--- src/rtl/pwm_pkg.sv ---
// pwm_pkg: FSM encoding and default timing constants shared by the PWM generator and capture blocks.
package pwm_pkg;
   typedef enum logic {ST_IDLE, ST_MEAS} state_t;
   localparam int PWM_N = 32;
   localparam logic [31:0] PWM_PERIOD = 32'd85899;
   localparam logic [31:0] PWM_TIMEOUT = 2 * PWM_PERIOD;
endpackage

--- src/rtl/pwm_in_sync.sv ---
// pwm_in_sync: 2-flop synchronizer, optional 3-sample glitch filter (PWM_CAPTURE_FILT_EN), edge detector.
module pwm_in_sync (
   input  logic clk,
   input  logic rst,
   input  logic pwm_in,
   output logic level,
   output logic rise,
   output logic fall
);
   logic s1, s2, prev;
   always_ff @(posedge clk or posedge rst)
      if (rst) {s1, s2, prev} <= '0;
      else {s1, s2, prev} <= {pwm_in, s1, level};
`ifdef PWM_CAPTURE_FILT_EN
   logic h1, h2, filt;
   always_ff @(posedge clk or posedge rst)
      if (rst) {h1, h2, filt} <= '0;
      else {h1, h2, filt} <= {s2, h1, level};
   // level follows only when three consecutive samples agree, otherwise holds
   assign level = (s2 & h1 & h2) | (filt & (s2 | h1 | h2));
`else
   assign level = s2;
`endif
   assign rise = level & ~prev;
   assign fall = ~level & prev;
endmodule

--- src/rtl/pwm_capture.sv ---
// pwm_capture: measures period and high time of a PWM line in clk cycles, with stall detection.
// Optional glitch filter enabled by defining PWM_CAPTURE_FILT_EN.
module pwm_capture
   import pwm_pkg::*;
#(
   parameter int N = PWM_N,
   parameter logic [N-1:0] TIMEOUT = N'(PWM_TIMEOUT)
) (
   input  logic         clk,
   input  logic         rst,
   input  logic         en,
   input  logic         pwm_in,
   output logic [N-1:0] period,
   output logic [N-1:0] duty,
   output logic         valid,
   output logic         stalled,
   output logic         stall_level
);
   localparam logic [N-1:0] ONE = N'(1);
   logic level, rise, fall, hi, hflag_q;
   state_t state_q, state_d;
   logic [N-1:0] cnt_q, cnt_d, hcnt_q, hcnt_d, period_d, duty_d;
   logic valid_d, stalled_d, stall_level_d;

   pwm_in_sync u_sync (.clk(clk), .rst(rst), .pwm_in(pwm_in), .level(level), .rise(rise), .fall(fall));

   // high-phase tracker; equals level throughout a measurement since MEAS always starts on a rise
   assign hi = rise | (hflag_q & ~fall);

   always_comb begin
      state_d = state_q;
      cnt_d = cnt_q;
      hcnt_d = hcnt_q;
      period_d = period;
      duty_d = duty;
      valid_d = 1'b0;
      stalled_d = stalled;
      stall_level_d = stall_level;
      if (!en) begin
         state_d = ST_IDLE;
         cnt_d = '0;
         hcnt_d = '0;
      end else if (state_q == ST_IDLE) begin
         state_d = rise ? ST_MEAS : ST_IDLE;
         cnt_d = rise ? ONE : '0;
         hcnt_d = rise ? ONE : '0;
         stalled_d = rise ? 1'b0 : stalled;
      end else if (rise) begin
         period_d = cnt_q;
         duty_d = hcnt_q;
         valid_d = 1'b1;
         cnt_d = ONE;
         hcnt_d = ONE;
         stalled_d = 1'b0;
      end else if (cnt_q == TIMEOUT) begin
         state_d = ST_IDLE;
         cnt_d = '0;
         hcnt_d = '0;
         period_d = '0;
         duty_d = '0;
         stalled_d = 1'b1;
         stall_level_d = level;
      end else begin
         cnt_d = cnt_q + ONE;
         hcnt_d = (hi && hcnt_q != TIMEOUT) ? hcnt_q + ONE : hcnt_q;
      end
   end

   always_ff @(posedge clk or posedge rst)
      if (rst) begin
         state_q <= ST_IDLE;
         cnt_q <= '0;
         hcnt_q <= '0;
         hflag_q <= 1'b0;
         period <= '0;
         duty <= '0;
         valid <= 1'b0;
         stalled <= 1'b0;
         stall_level <= 1'b0;
      end else begin
         state_q <= state_d;
         cnt_q <= cnt_d;
         hcnt_q <= hcnt_d;
         hflag_q <= hi;
         period <= period_d;
         duty <= duty_d;
         valid <= valid_d;
         stalled <= stalled_d;
         stall_level <= stall_level_d;
      end
endmodule

--- config.mk ---
export PLATFORM = sky130hd
export DESIGN_NAME = pwm_capture
export DESIGN_NICKNAME = d
export VERILOG_FILES = /design/src/rtl/pwm_pkg.sv /design/src/rtl/pwm_in_sync.sv /design/src/rtl/pwm_capture.sv
export SDC_FILE = /design/constraint.sdc
export NUM_CORES = 1
export LEC_CHECK = 0
export ABC_AREA = 1
export BUFFER_PORTS_ARGS = -buffer_cell sky130_fd_sc_hd__buf_4
export CAP_MARGIN = 0
export CORE_AREA = 2 2 125 114
export DETAILED_ROUTE_END_ITERATION = 10
export DIE_AREA = 0 0 127 116
export GPL_TIMING_DRIVEN = 0
export HOLD_SLACK_MARGIN = 0.03
export MAX_ROUTING_LAYER = met4
export PLACE_DENSITY = 0.8
export SKIP_LAST_GASP = 1
export SYNTH_ARGS = -nofsm -noshare
export SYNTH_HDL_FRONTEND = slang
export SYNTH_SLANG_ARGS = --single-unit
--- constraint.sdc ---
create_clock -name clk -period 10.4 [get_ports clk]
set_input_delay 0.52 -clock clk [delete_from_list [all_inputs] [get_ports clk]]
set_output_delay 0.52 -clock clk [all_outputs]
set_load 0.005 [all_outputs]
; Word level (Yosys, flattened, before mapping)
; Index checks and enable logic that the tools add are counted.
[word_totals]
regBits = 136
inputBits = 4
out_inout_bits = 67
[classes]
add_sub_neg = 2
n_eq_ne = 3
mux = 24
bitwise_logic = 8
reduce_logical = 6
[op_table]
columns = op, n
row1 = $mux 32, 12
row2 = $add 32x1->32 const B, 2
row3 = $eq 32x18->1 const B, 1
row4 = $ne 32x18->1 const B, 1
row5 = $mux 1, 12
row6 = $reduce_and 3->1, 2
row7 = $ne 5x3->1 const B, 1
row8 = $not 1->1, 4
row9 = $reduce_and 4->1, 1
row10 = $reduce_bool 2->1, 2
row11 = $and 1x1->1, 3
row12 = $logic_and 1x1->1, 1
row13 = $or 1x1->1, 1

; Longest topological paths before layout
[depth]
word_depth = 11
ltp_mapped = 15
mapped_depth_nobuf = 14

; Hierarchy
; From an unflattened synthesis, not the netlist that was laid out.
[hier_totals]
cells_unflattened = 898
hier_area_um2 = 6861.6
[modules_own_cells]
columns = mod, instances, cells_each, area_per_inst_um2
row1 = pwm_capture, 1, 890, 6767.7
row2 = pwm_in_sync, 1, 8, 93.8

; Least setup slack after synthesis
; OpenSTA, ideal clock, no wires.
[synth_timing]
path_kind = register to register
startpoint = register cnt_q[0]
endpoint = register duty[10]
setup_ps = 130
arrival_ps = 1570
slack_ps = 8699
stages_incl_launch_ff = 14
n_path_buf = 2
path_cell_list = dfrtp_1 -> inv_1 -> ha_1 -> nand2_1 -> clkinv_1 -> nand2_1 -> nor2_1 -> nand2_1 -> nor2_4 -> nand3_1 -> buf_4 -> buf_6 -> nand3_1 -> o21ai_1
[synth_via]
elab_chain_len = 3
[synth_lines]
columns = item, line_no
row1 = "start, declared", pwm_capture.sv:22  ; logic [N-1:0] cnt_q, cnt_d, hcnt_q, hcnt_d, period_d, duty_d;
row2 = "start signal, assigned", pwm_capture.sv:82  ; cnt_q <= cnt_d;
row3 = $eq 32x18->1, pwm_capture.sv:55  ; end else if (cnt_q == TIMEOUT) begin
row4 = $reduce_bool 2->1 (no source line), --
row5 = $reduce_and 3->1 (no source line), --
row6 = "end signal, assigned", pwm_capture.sv:86  ; duty <= duty_d;
row7 = "end, declared", pwm_capture.sv:14  ; output logic [N-1:0] duty,
; No other way between the ends.
; A chain may end at the register's enable or synchronous reset.

; Final worst setup path
[layout_timing]
startpoint = register hcnt_q[1]
endpoint = register hcnt_q[26]
[layout_via]
elab_chain_len = 6
[layout_lines]
columns = item, line_no
row1 = "start, declared", pwm_capture.sv:22
row2 = "start signal, assigned", pwm_capture.sv:83  ; hcnt_q <= hcnt_d;
row3 = $add 32x1->32, pwm_capture.sv:65  ; hcnt_d = (hi && hcnt_q != TIMEOUT) ? hcnt_q + ONE : hcnt_q;
row4 = $mux 32, pwm_capture.sv:65
row5 = $mux 32, pwm_capture.sv:55
row6 = $mux 32, pwm_capture.sv:48  ; end else if (rise) begin
row7 = $mux 32, pwm_capture.sv:43  ; end else if (state_q == ST_IDLE) begin
row8 = $mux 32, pwm_capture.sv:39  ; if (!en) begin
; Several ways; a longest one is shown, not always the timed one. The select of a mux whose other input is x is not followed.

==> impl_results.md <==
- First-pass detailed-route iteration total: 5
- Worst-path clk slew: 0.06 ns
- Post-synth cell types: 37
- Inserted Diodes: 0
- Adder-cell share of the synthesized area: 0.7154%
- Cell area after placement: 0.007756 mm^2
- R2R cell count: 11
- Max Clock Freq: 0.4781 GHz
- Min-delay worst type: in2async
- Root Driver: clkbuf_16
- RSZ-0062 raised after global routing: false
- Fin cells: 1,184
- Seq/Total Area, Yosys: 48.65%
- CP endpoint kind: flop
- Worst path max stage delay: 0.42 ns
- Final Skew: 0.01120 ns
- Vias in the first global route: 6,226
- Vias per inst: 5.499
- CP max FO: 6
- Die ar.: 0.01473 mm^2
- GRT Total Usage: 27.27%
- Site Rows: 40
- DRC viols: 0
- Critical path, cell by cell: ha_1 > nand2_1 > nor2_2 > nand2_2 > inv_2 > nand2_1 > nor3b_1 > nand2_1 > nand2_1 > nand2_1 > nor2_1
- Worst Setup Path Type: reg2reg
- Setup Viol. Count Final: 0
- Fin. max-slew vios: 0
- Largest net degree at the start of global routing: 93
- Setup WS pre-CTS: 8.287 ns
- Crit path arrival time: 2.44 ns
- Num CTS Buffers: 17
- Hold-fix buffers at CTS: 0
- Final Instance Area: 0.008373 mm^2
- H-tree levels: 4
- HPWL after DPL: 13,130 um
- Static Leak: 3.887 nW
- Initial Utilization: 52.55%
- R2r setup slk: 8.31 ns
- Ys async rst share: 100.0%
- Slew headroom: 57.47%
- Final WL: 18,350 um
- Synth warnings: 0
- Post-CTS sizing: 0
- Critical-path top delay cell: dfrtp_1
- Status: complete, no violations
- Post-DRT Antenna Nets: 0
- Buf/Inv on CP: 1
- Die Span X: 127 um
- Complex-gate fraction of the synthesized area: 8.585%
- Slack of the critical path: 8.308 ns
- Post-synth net total: 923
- Gate Count Post-Synth: 915
- Total global routing overflow: 0
- XOR/XNOR Fraction of Synth Area: 0.5008%
- Setup_tns: 0 ns
- PD cells: 144.0 mW/mm^2
- Post-synthesis mux area share: 0%
- Fraction of layout cells with a size suffix above 1: 16.14%
- Core ar.: 0.01331 mm^2
- Avg WL per Cell: 15.50 um
- Fill cells: 1,198
- CTS tree: built
- Post-synthesis register bit count: 136
- CP top delay family: simple AND/OR/NAND/NOR gates
- Worst IR Drop VDD: 0.0001036 V
- Final hold vios: 0
- Critical Path Start Type: flop
- Total number of vias: 6,511
- Max clock buf depth: 2
- Placed Cells: 1,153
- Input/output buffers: 69
- Reg2reg end: hcnt_q[26]$_DFFE_PP0P_
- Simple-gate share of the synthesized area: 32.52%
- Main combinational cell family by area after synthesis: simple AND/OR/NAND/NOR gates
- Final GP Congestion: 0.9974
- Num Clock Sinks: 136
- Worst slew pin tran: 0.6380 ns
- Period utilization: 20.11%
- Tmin final: 2.092 ns
- Max cap viols: 0
- First DRT Iteration DRCs: 672
- FF-to-FF Start: hcnt_q[1]$_DFFE_PP0P_
- Data required, critical path: 10.75 ns
- I/O pins: 71
- Postcts setup bufs: 0
- Post-synth EDFFs: 0
- Area of the mapped netlist: 0.006995 mm^2
- Die Y: 116 um
- Crit-path most repeated cell: nand2_1
- Synthesized area per cell: 7.645 um^2
- Clock latency at the later pin of the worst-skew pair: 0.43 ns
- Ys flop type: dfrtp_1
- First-pass GRT wire length: 30,530 um
- Layout area overhead: 19.69%
- Initial antenna violation count: 0
- NumNets Final: 1,012
through the flow:
| stage | hold WS (ns) | util (%) | power [mW] |
|---|---|---|---|
| 6_report | 0.09662 | 62.89 | 1.206 |
| 5_1_grt | 0.1249 | 62.89 | 1.240 |
| 4_1_cts | 0.1103 | 62.89 | 1.210 |
| 3_5_place_dp | 0.3347 | 58.26 | 0.5875 |
| 3_3_place_gp | 0.3336 | 58.02 | 0.5852 |
| 2_1_floorplan | 0.3312 | - | 0.5716 |
synth_stat cells (2+ instances only):
library cell  count  area [um^2]
o21ai_0          34        170.2
nand3_2           2        20.02
dfrtp_1         136         3403
nor2_4            3        33.78
nand3b_1          2        15.01
buf_6             8        90.09
buf_4             3        22.52
nand2_2           7        43.79
a31oi_1           8        50.05
a21oi_1          22        110.1
inv_1           100        375.4
xor2_1            4        35.03
nand3_1         108        540.5
nand4_1          19        118.9
nor3_1           23        115.1
ha_1              4        50.05
o22ai_1           2        12.51
nor2_1          127        476.7
inv_2            13        48.80
nor2_2           15        93.84
nor3b_1           2        15.01
nand2_1         196        735.7
nor4_1            2        12.51
clkinv_1          3        11.26
buf_2             7        35.03
buf_1             4        15.01
clkbuf_1          9        33.78
o21ai_1          42        210.2
nor3_2            2        20.02
worst max-delay path by stage:
stage,startpoint,end,slack [ns],cells past startpoint
2_1_floorplan,rst,cnt_q[0]$_DFF_PP0_,6.24,1
3_3_place_gp,rst,duty[23]$_DFFE_PP0P_,4.77,2
3_5_place_dp,en,duty[31]$_DFFE_PP0P_,8.29,7
4_1_cts,hcnt_q[1]$_DFFE_PP0P_,hcnt_q[26]$_DFFE_PP0P_,8.36,11
5_1_grt,cnt_q[0]$_DFF_PP0_,hcnt_q[19]$_DFFE_PP0P_,8.21,14
6_report,hcnt_q[1]$_DFFE_PP0P_,hcnt_q[26]$_DFFE_PP0P_,8.31,11
power by group:
group	leakage [nW]	internal, mW	switching, mW
Clock	0.298	0.407	0.221
Sequential	1.89	0.533	0.00282
Combinational	1.70	0.0108	0.0312
Total	3.89	0.951	0.255
routing by layer:
layer | wire length (um) | track usage, % | vias up
li1 | - | - | 3143
met1 | 8035 | 34.75 | 3080
met2 | 8830 | 43.94 | 252
met3 | 1088 | 4.524 | 36
met4 | 399 | 11.06 | 0
met5 | 0 | - | -
state kept, by name, summed over array words and instances, names as in the netlist:
signal / count
cnt_q: 32
duty: 32
hcnt_q: 32
hflag_q: 1
period: 32
stall_level: 1
stalled: 1
state_q: 1
u_sync.level: 1
u_sync.prev: 1
u_sync.s1: 1
valid: 1
layout by cell type, fill, tap and decap left out, drive strengths merged:
| master | n |
|---|---|
| xor2 | 4 |
| clkinv | 5 |
| and2 | 1 |
| a21oi | 23 |
| ha | 4 |
| nand2 | 204 |
| nand3 | 110 |
| o31ai | 1 |
| nor3 | 26 |
| clkbuf | 33 |
| buf | 92 |
| nand4 | 19 |
| o21a | 1 |
| dfrtp | 136 |
| o211ai | 1 |
| o21ai | 77 |
| o22ai | 2 |
| inv | 113 |
| nor4 | 2 |
| bufinv | 3 |
| clkinvlp | 2 |
| nor3b | 2 |
| nor2 | 145 |
| a31oi | 8 |
| nand3b | 2 |
cell type report:
type | count | area [um^2] | area share (%)
Buffer | 31 | 196.4 | 2.346
Clock buffer | 24 | 501.7 | 5.992
Clock inverter | 7 | 115.1 | 1.375
Inverter | 116 | 440.4 | 5.260
Multi-Input combinational cell | 632 | 2960 | 35.36
Sequential cell | 136 | 3403 | 40.65
Tap cell | 168 | 210.2 | 2.510
Timing Repair Buffer | 70 | 545.5 | 6.515
logic make-up after synthesis:
kind of cell               after synthesis
AOI/OAI and AO/OA                      113
adders and majority gates                4
DFF                                    136
buffers and inverters                  147
xor gates and xnor gates                 4
and+or+nand+nor                        511
(Power assumes the default switching activity.)
